**src/rtl/coreport_pkg.sv**
```systemverilog
// Shared types and constants for the CorePort Wishbone initiator.
package coreport_pkg;

    typedef enum logic [2:0] {
        ST_IDLE,
        ST_BUS,
        ST_GAP,
        ST_LAG,
        ST_RESP
    } state_e;

    localparam logic [1:0] RSP_OK      = 2'b00;
    localparam logic [1:0] RSP_ERR     = 2'b01;
    localparam logic [1:0] RSP_TIMEOUT = 2'b10;
    localparam logic [1:0] RSP_RETRY   = 2'b11;

    localparam logic [2:0] CTI_CLASSIC = 3'b000;
    localparam logic [1:0] BTE_LINEAR  = 2'b00;

endpackage

```
**src/rtl/coreport_wbm.sv**
```systemverilog
// Single-outstanding Wishbone classic initiator: one command in, one bus
// cycle (with bounded retries and timeout), one response out.
module coreport_wbm
    import coreport_pkg::*;
#(
    parameter int unsigned WIDTH     = 8,
    parameter int unsigned TIMEOUT   = 255,
    parameter int unsigned MAX_RETRY = 3,
    parameter int unsigned RDATA_LAG = 1
) (
    input  logic             wb_clk,
    input  logic             wb_rst,
    input  logic             cmd_valid,
    output logic             cmd_ready,
    input  logic             cmd_we,
    input  logic [31:0]      cmd_adr,
    input  logic [WIDTH-1:0] cmd_dat,
    output logic             rsp_valid,
    input  logic             rsp_ready,
    output logic [WIDTH-1:0] rsp_dat,
    output logic [1:0]       rsp_status,
    output logic [31:0]      wb_adr_o,
    output logic [WIDTH-1:0] wb_dat_o,
    output logic             wb_we_o,
    output logic             wb_cyc_o,
    output logic             wb_stb_o,
    output logic [2:0]       wb_cti_o,
    output logic [1:0]       wb_bte_o,
    input  logic [WIDTH-1:0] wb_dat_i,
    input  logic             wb_ack_i,
    input  logic             wb_err_i,
    input  logic             wb_rty_i
);

    // Counters keep at least one bit so a zero parameter still elaborates.
    localparam int unsigned TW = (TIMEOUT > 0)   ? $clog2(TIMEOUT + 1)   : 1;
    localparam int unsigned RW = (MAX_RETRY > 0) ? $clog2(MAX_RETRY + 1) : 1;
    localparam logic [TW-1:0] TMO_LIMIT = TW'(TIMEOUT);
    localparam logic [RW-1:0] RTY_LIMIT = RW'(MAX_RETRY);

    state_e            state_q;
    logic [TW-1:0]     tmo_q;
    logic [RW-1:0]     rty_q;
    logic [31:0]       adr_q;
    logic [WIDTH-1:0]  dat_q;
    logic              we_q;
    logic              cyc_q;
    logic              rsp_valid_q;
    logic [WIDTH-1:0]  rsp_dat_q;
    logic [1:0]        rsp_status_q;

    always_ff @(posedge wb_clk or posedge wb_rst) begin
        if (wb_rst) begin
            state_q      <= ST_IDLE;
            tmo_q        <= '0;
            rty_q        <= '0;
            adr_q        <= '0;
            dat_q        <= '0;
            we_q         <= 1'b0;
            cyc_q        <= 1'b0;
            rsp_valid_q  <= 1'b0;
            rsp_dat_q    <= '0;
            rsp_status_q <= RSP_OK;
        end else begin
            case (state_q)
                ST_IDLE: begin
                    if (cmd_valid) begin
                        adr_q   <= cmd_adr;
                        dat_q   <= cmd_dat;
                        we_q    <= cmd_we;
                        tmo_q   <= '0;
                        rty_q   <= '0;
                        cyc_q   <= 1'b1;
                        state_q <= ST_BUS;
                    end
                end
                ST_BUS: begin
                    if (wb_err_i) begin
                        cyc_q        <= 1'b0;
                        rsp_dat_q    <= '0;
                        rsp_status_q <= RSP_ERR;
                        rsp_valid_q  <= 1'b1;
                        state_q      <= ST_RESP;
                    end else if (wb_rty_i) begin
                        cyc_q <= 1'b0;
                        if (rty_q == RTY_LIMIT) begin
                            rsp_dat_q    <= '0;
                            rsp_status_q <= RSP_RETRY;
                            rsp_valid_q  <= 1'b1;
                            state_q      <= ST_RESP;
                        end else begin
                            rty_q   <= rty_q + RW'(1);
                            tmo_q   <= '0;
                            state_q <= ST_GAP;
                        end
                    end else if (wb_ack_i) begin
                        cyc_q <= 1'b0;
                        if (we_q || RDATA_LAG == 0) begin
                            rsp_dat_q    <= we_q ? '0 : wb_dat_i;
                            rsp_status_q <= RSP_OK;
                            rsp_valid_q  <= 1'b1;
                            state_q      <= ST_RESP;
                        end else begin
                            state_q <= ST_LAG;
                        end
                    end else if (TIMEOUT != 0 && tmo_q == TMO_LIMIT) begin
                        cyc_q        <= 1'b0;
                        rsp_dat_q    <= '0;
                        rsp_status_q <= RSP_TIMEOUT;
                        rsp_valid_q  <= 1'b1;
                        state_q      <= ST_RESP;
                    end else if (tmo_q != '1) begin
                        tmo_q <= tmo_q + TW'(1);
                    end
                end
                ST_GAP: begin
                    cyc_q   <= 1'b1;
                    state_q <= ST_BUS;
                end
                ST_LAG: begin
                    rsp_dat_q    <= wb_dat_i;
                    rsp_status_q <= RSP_OK;
                    rsp_valid_q  <= 1'b1;
                    state_q      <= ST_RESP;
                end
                ST_RESP: begin
                    if (rsp_ready) begin
                        rsp_valid_q <= 1'b0;
                        state_q     <= ST_IDLE;
                    end
                end
                default: begin
                    cyc_q       <= 1'b0;
                    rsp_valid_q <= 1'b0;
                    state_q     <= ST_IDLE;
                end
            endcase
        end
    end

    assign cmd_ready  = (state_q == ST_IDLE);
    assign rsp_valid  = rsp_valid_q;
    assign rsp_dat    = rsp_dat_q;
    assign rsp_status = rsp_status_q;
    assign wb_adr_o   = adr_q;
    assign wb_dat_o   = dat_q;
    assign wb_we_o    = we_q;
    assign wb_cyc_o   = cyc_q;
    assign wb_stb_o   = cyc_q;
    assign wb_cti_o   = CTI_CLASSIC;
    assign wb_bte_o   = BTE_LINEAR;

endmodule

```
**config.mk**
```make
export PLATFORM = sky130hd
export DESIGN_NAME = coreport_wbm
export DESIGN_NICKNAME = d
export VERILOG_FILES = /design/src/rtl/coreport_pkg.sv /design/src/rtl/coreport_wbm.sv
export SDC_FILE = /design/constraint.sdc
export NUM_CORES = 1
export LEC_CHECK = 0
export CAP_MARGIN = 25
export CORE_ASPECT_RATIO = 0.8
export CORE_MARGIN = 2
export CORE_UTILIZATION = 43
export DETAILED_ROUTE_END_ITERATION = 8
export PLACE_DENSITY_LB_ADDON = 0.2
export SYNTH_ARGS = -nofsm -noshare
export SYNTH_HDL_FRONTEND = slang
export SYNTH_SLANG_ARGS = --single-unit
export TNS_END_PERCENT = 30
```
**constraint.sdc**
```tcl
create_clock -name wb_clk -period 2.31 [get_ports wb_clk]
set_input_delay 0.462 -clock wb_clk [delete_from_list [all_inputs] [get_ports wb_clk]]
set_output_delay 0.462 -clock wb_clk [all_outputs]
set_load 0.01 [all_outputs]
```
==> results.md <==
STA:
- Static timing analysis puts the maximum clock frequency at 0.4534 GHz.
- The number of hold violations in the final report came to 0.
- The post-route minimum period is roughly 2200 ps.
- For the pin with the worst max-slew slack, the measured transition is around 530 ps.
- The worst clock skew is 3.930 ps.
- The count of final max-slew check failures is 0.
- The final worst slack is approximately 100 ps.
- The normalized max-slew margin is 0.6441.
- The fraction of the cycle the final worst path needs is 0.9548.
- Setup repair after global routing left no endpoint under its margin.
- Setup violations remaining at the end of the flow were counted as 0.

Power and ir drop:
- The maximum vdd drop is just under 0.7 mV.
- The static leakage is 1.821 nW.
- For this design the ratio of total power to cell area is around 1200 nW/um^2.
- After layout, the design draws a total of approximately 0.0053 W.

Synthesis:
- Sorting the synthesized cells by area gives the leading types as sky130_fd_sc_hd__dfrtp_1 (59%), sky130_fd_sc_hd__mux2_2 (16%), sky130_fd_sc_hd__nor4b_4 (2.5%).
- The synthesized netlist contains 38 unique library cells.
- A synthesized cell averages between 10 and 15 um^2.
- Of all cell types, the one taking the most synthesized area is sky130_fd_sc_hd__dfrtp_1.
- After synthesis, the largest family of logic cells by area is multiplexers.
- For this run, the register share of the synthesized area comes to 0.5869.
- The flip-flop and latch count after synthesis is 66.
- Synthesis produced around 210 cells.
- The arithmetic-cell share of the synthesized area counting full adders, half adders and majority gates is 0.008893.
- The simple logic cell fraction of the synthesized area is 0.1080.
- The share of the synthesized area in compound gates (AO/OA/AOI/OAI) is 0.07159.
- The proportion of synthesized area in mux cells is 0.1681.
- The synthesized-area fraction occupied by xor and xnor cells is 0.01556.
- The cell area after synthesis is roughly 2800 um^2.
- Of the post-synthesis cell area, the dominant cell type holds 0.5869.
- The synthesis warning total is 0.

Route:
- The number of DRC markers in iteration 0 is 44.
- The number of remaining DRC errors is 0.
- The average detailed-routed wire length per instance is around 15 um.
- The final route contains between 2000 and 2500 vias.
- The average via count per standard cell is 4.958.
- The routed wire length is 6.230 mm.
- The detailed-router iteration count before antenna repair is 4.
- The detail route stage leaves a number of antenna-violating nets equal to 0.

Flow run:
- Max-cap violations in this run came to 0.

Critical path:
- The arrival time of data at the critical path endpoint is 1740 ps.
- The highest fanout seen on the critical path is 10.
- The setup path with the least slack is of type reg2out.
- The longest individual stage delay on the worst path is approximately 580 ps.
- The kind of cell with the highest combined delay along the critical path is buffers and inverters.
- STA classifies the critical path endpoint as an output port.
- For the worst setup path, the data required time is between 1500 and 2000 ps.
- The count of buffer and inverter cells on the critical path is 1.
- For the worst flop-to-flop path, the logic depth is 5.
- The depth of the critical timing path with buffers and inverters included is 2.
- Walking the worst path, the cells encountered are nor3_1, clkdlybuf4s50_1.
- The kind of launch point of the worst setup path is a flip-flop.
- The highest-delay cell along the critical path is sky130_fd_sc_hd__clkdlybuf4s50_1.

Global route:
- The global-route wire length before repair is 10.19 mm.
- Entering global routing, the biggest net connects between 60 and 70 pins.
- The total overflow reported by the global router is 0.
- The total track usage is 0.1840.
- The via count of the first global-routing pass was roughly 2200.
- The number of antenna violations at the first check in global routing was 0.

Die:
- The top-level I/O count is ~120.
- The area of the die is between 7000 and 8000 um^2.
- The core region is around 6300 um^2.
- For this configuration, the core starts out at a cell density of 0.4436.
- The initialized floorplan defines 26 standard-cell rows.
- The x dimension of the die is 94.45 um.
- The die boundary height is 76.36 um.

CTS:
- For this design, the CTS-stage hold fixing added 0 buffers.
- The insertion delay to the later sink of the worst-skew pair is approximately 330 ps.
- The clock tree from TritonCTS is built.
- The maximum buffer depth of the clock tree is 2.
- The total clock sinks is 66.
- The number of gates resized after CTS was 0.
- The H-tree generated during clock tree synthesis spans 3 levels.
- The number of clock buffers inserted by TritonCTS is 9.
- The clock-pin slew of the registers on the worst-case setup and hold paths is about 70 ps.
- CTS placed an instance of sky130_fd_sc_hd__clkbuf_8 at the clock tree root.
- Buffers added to address setup during post-CTS repair amount to 0.

Placement:
- After detailed placement, the total cell area comes to between 4000 and 5000 um^2.
- The weighted congestion reported at the end of routability-driven placement is roughly 0.86.
- The pre-CTS worst setup slack is -57.18 ps.
- In this run the tool buffered the top-level ports with 110 buffer cells.
- The half-perimeter wire length of the detailed placement result is roughly 4.6 mm.

Finish:
- The synthesis-to-layout area growth is 53.36%.
- In the layout the commonest cells are sky130_fd_sc_hd__clkdlybuf4s50_1 (110), sky130_fd_sc_hd__dfrtp_1 (66), sky130_fd_sc_hd__mux2_2 (41), sky130_fd_sc_hd__nor2_1 (12), sky130_fd_sc_hd__buf_4 (12).
- With fillers left out, the area of the finished cells amounts to around 4300 um^2.
- At the end of the flow, the number of nets in the layout was slightly below 400.
- The library cell used most frequently in the layout, excluding fill and tap cells, is sky130_fd_sc_hd__clkdlybuf4s50_1.
- The final core utilization is 0.6803.
- Of the cells placed in the final design, the portion with a size suffix greater than 1 is 0.2346.
- The number of antenna cells inserted is 0.

Run status:
- The flow ran to the end, and the final reports show no timing, DRC or antenna violations.

Hold path:
- The path class of the tightest hold or removal check is reg2reg.
- Along the worst hold path, the cell count comes to 1.
[kinds of logic after synthesis]
kind of cell,Yosys count
other,1
AO/OA/AOI/OAI,27
XOR/XNOR,5
multiplexers,42
adder cells (fa/ha/maj),2
AND/OR/NAND/NOR,49
buffers and inverters,19
flip-flops,66
[metal layers]
layer  vias up  share of wire  track usage
met5         -              0            0
met4         0         0.0095      0.04783
met3         7          0.093      0.08309
met2        84           0.46       0.2907
met1      1025           0.43       0.2303
li1        991              -            -
[synthesized netlist by cell type, drive strengths merged]
cell,count
a211oi,2
a21o,1
a21oi,2
a221oi,1
a22o,8
a311oi,1
a31o,1
a31oi,1
a41oi,1
and2,1
and3,2
buf,14
clkbuf,1
conb,1
dfrtp,66
ha,2
inv,4
mux2,42
nand2,8
nand2b,1
nand3,6
nand4,1
nor2,12
nor2b,4
nor3,5
nor3b,3
nor4,2
nor4b,3
o21ai,7
o311ai,1
o31ai,1
or2,1
xnor2,5
[state kept, by name, indices dropped and copies added, names as in the netlist, 2 cells and up]
register	cells
state_q	3
rty_q	2
wb_dat_o	8
tmo_q	8
rsp_status	2
rsp_dat	8
wb_adr_o	32
[power by group]
| group | total [W] | internal (W) | switching [W] | leakage, nW |
|---|---|---|---|---|
| Combinational | 0.00233 | 0.00148 | 0.000845 | 0.894 |
| Sequential | 0.00195 | 0.00164 | 0.000310 | 0.818 |
| Clock | 0.00107 | 0.000638 | 0.000432 | 0.109 |
[stage by stage]
step                setup TNS, ps  hold slack [ps]  std cells
global placement                0            472.6        409
detailed placement         -176.7            473.6        409
CTS                             0            490.4        425
floorplan                       0            479.0        215
finish                          0            489.2        425
global route                    0            516.3        425
[path summary, 6_finish.rpt]
| kind | from | end | slack [ps] |
|---|---|---|---|
| worst max-delay path | state_q[2] | cmd_ready | 100 |
| worst min-delay path | rsp_status[0] | rsp_status[0] | 490 |
| worst max register to register | state_q[1] | rsp_status[1] | 300 |
| worst min register to register | rsp_status[0] | rsp_status[0] | 490 |
| max in group asynchronous | wb_rst | wb_adr_o[16] | 1520 |
| min in group asynchronous | wb_rst | wb_adr_o[28] | 510 |
[layout make-up]
| type | instances | area, um^2 |
|---|---|---|
| clock buffer | 10 | 137.6 |
| multi-input combinational | 130 | 1066 |
| fill | 508 | 2028 |
| tap | 84 | 105.1 |
| timing repair buffer | 125 | 1251 |
| clock inverter | 6 | 88.84 |
| inverter | 4 | 15.01 |
| sequential | 66 | 1652 |
No activity file was read; power rests on OpenSTA's default activity.
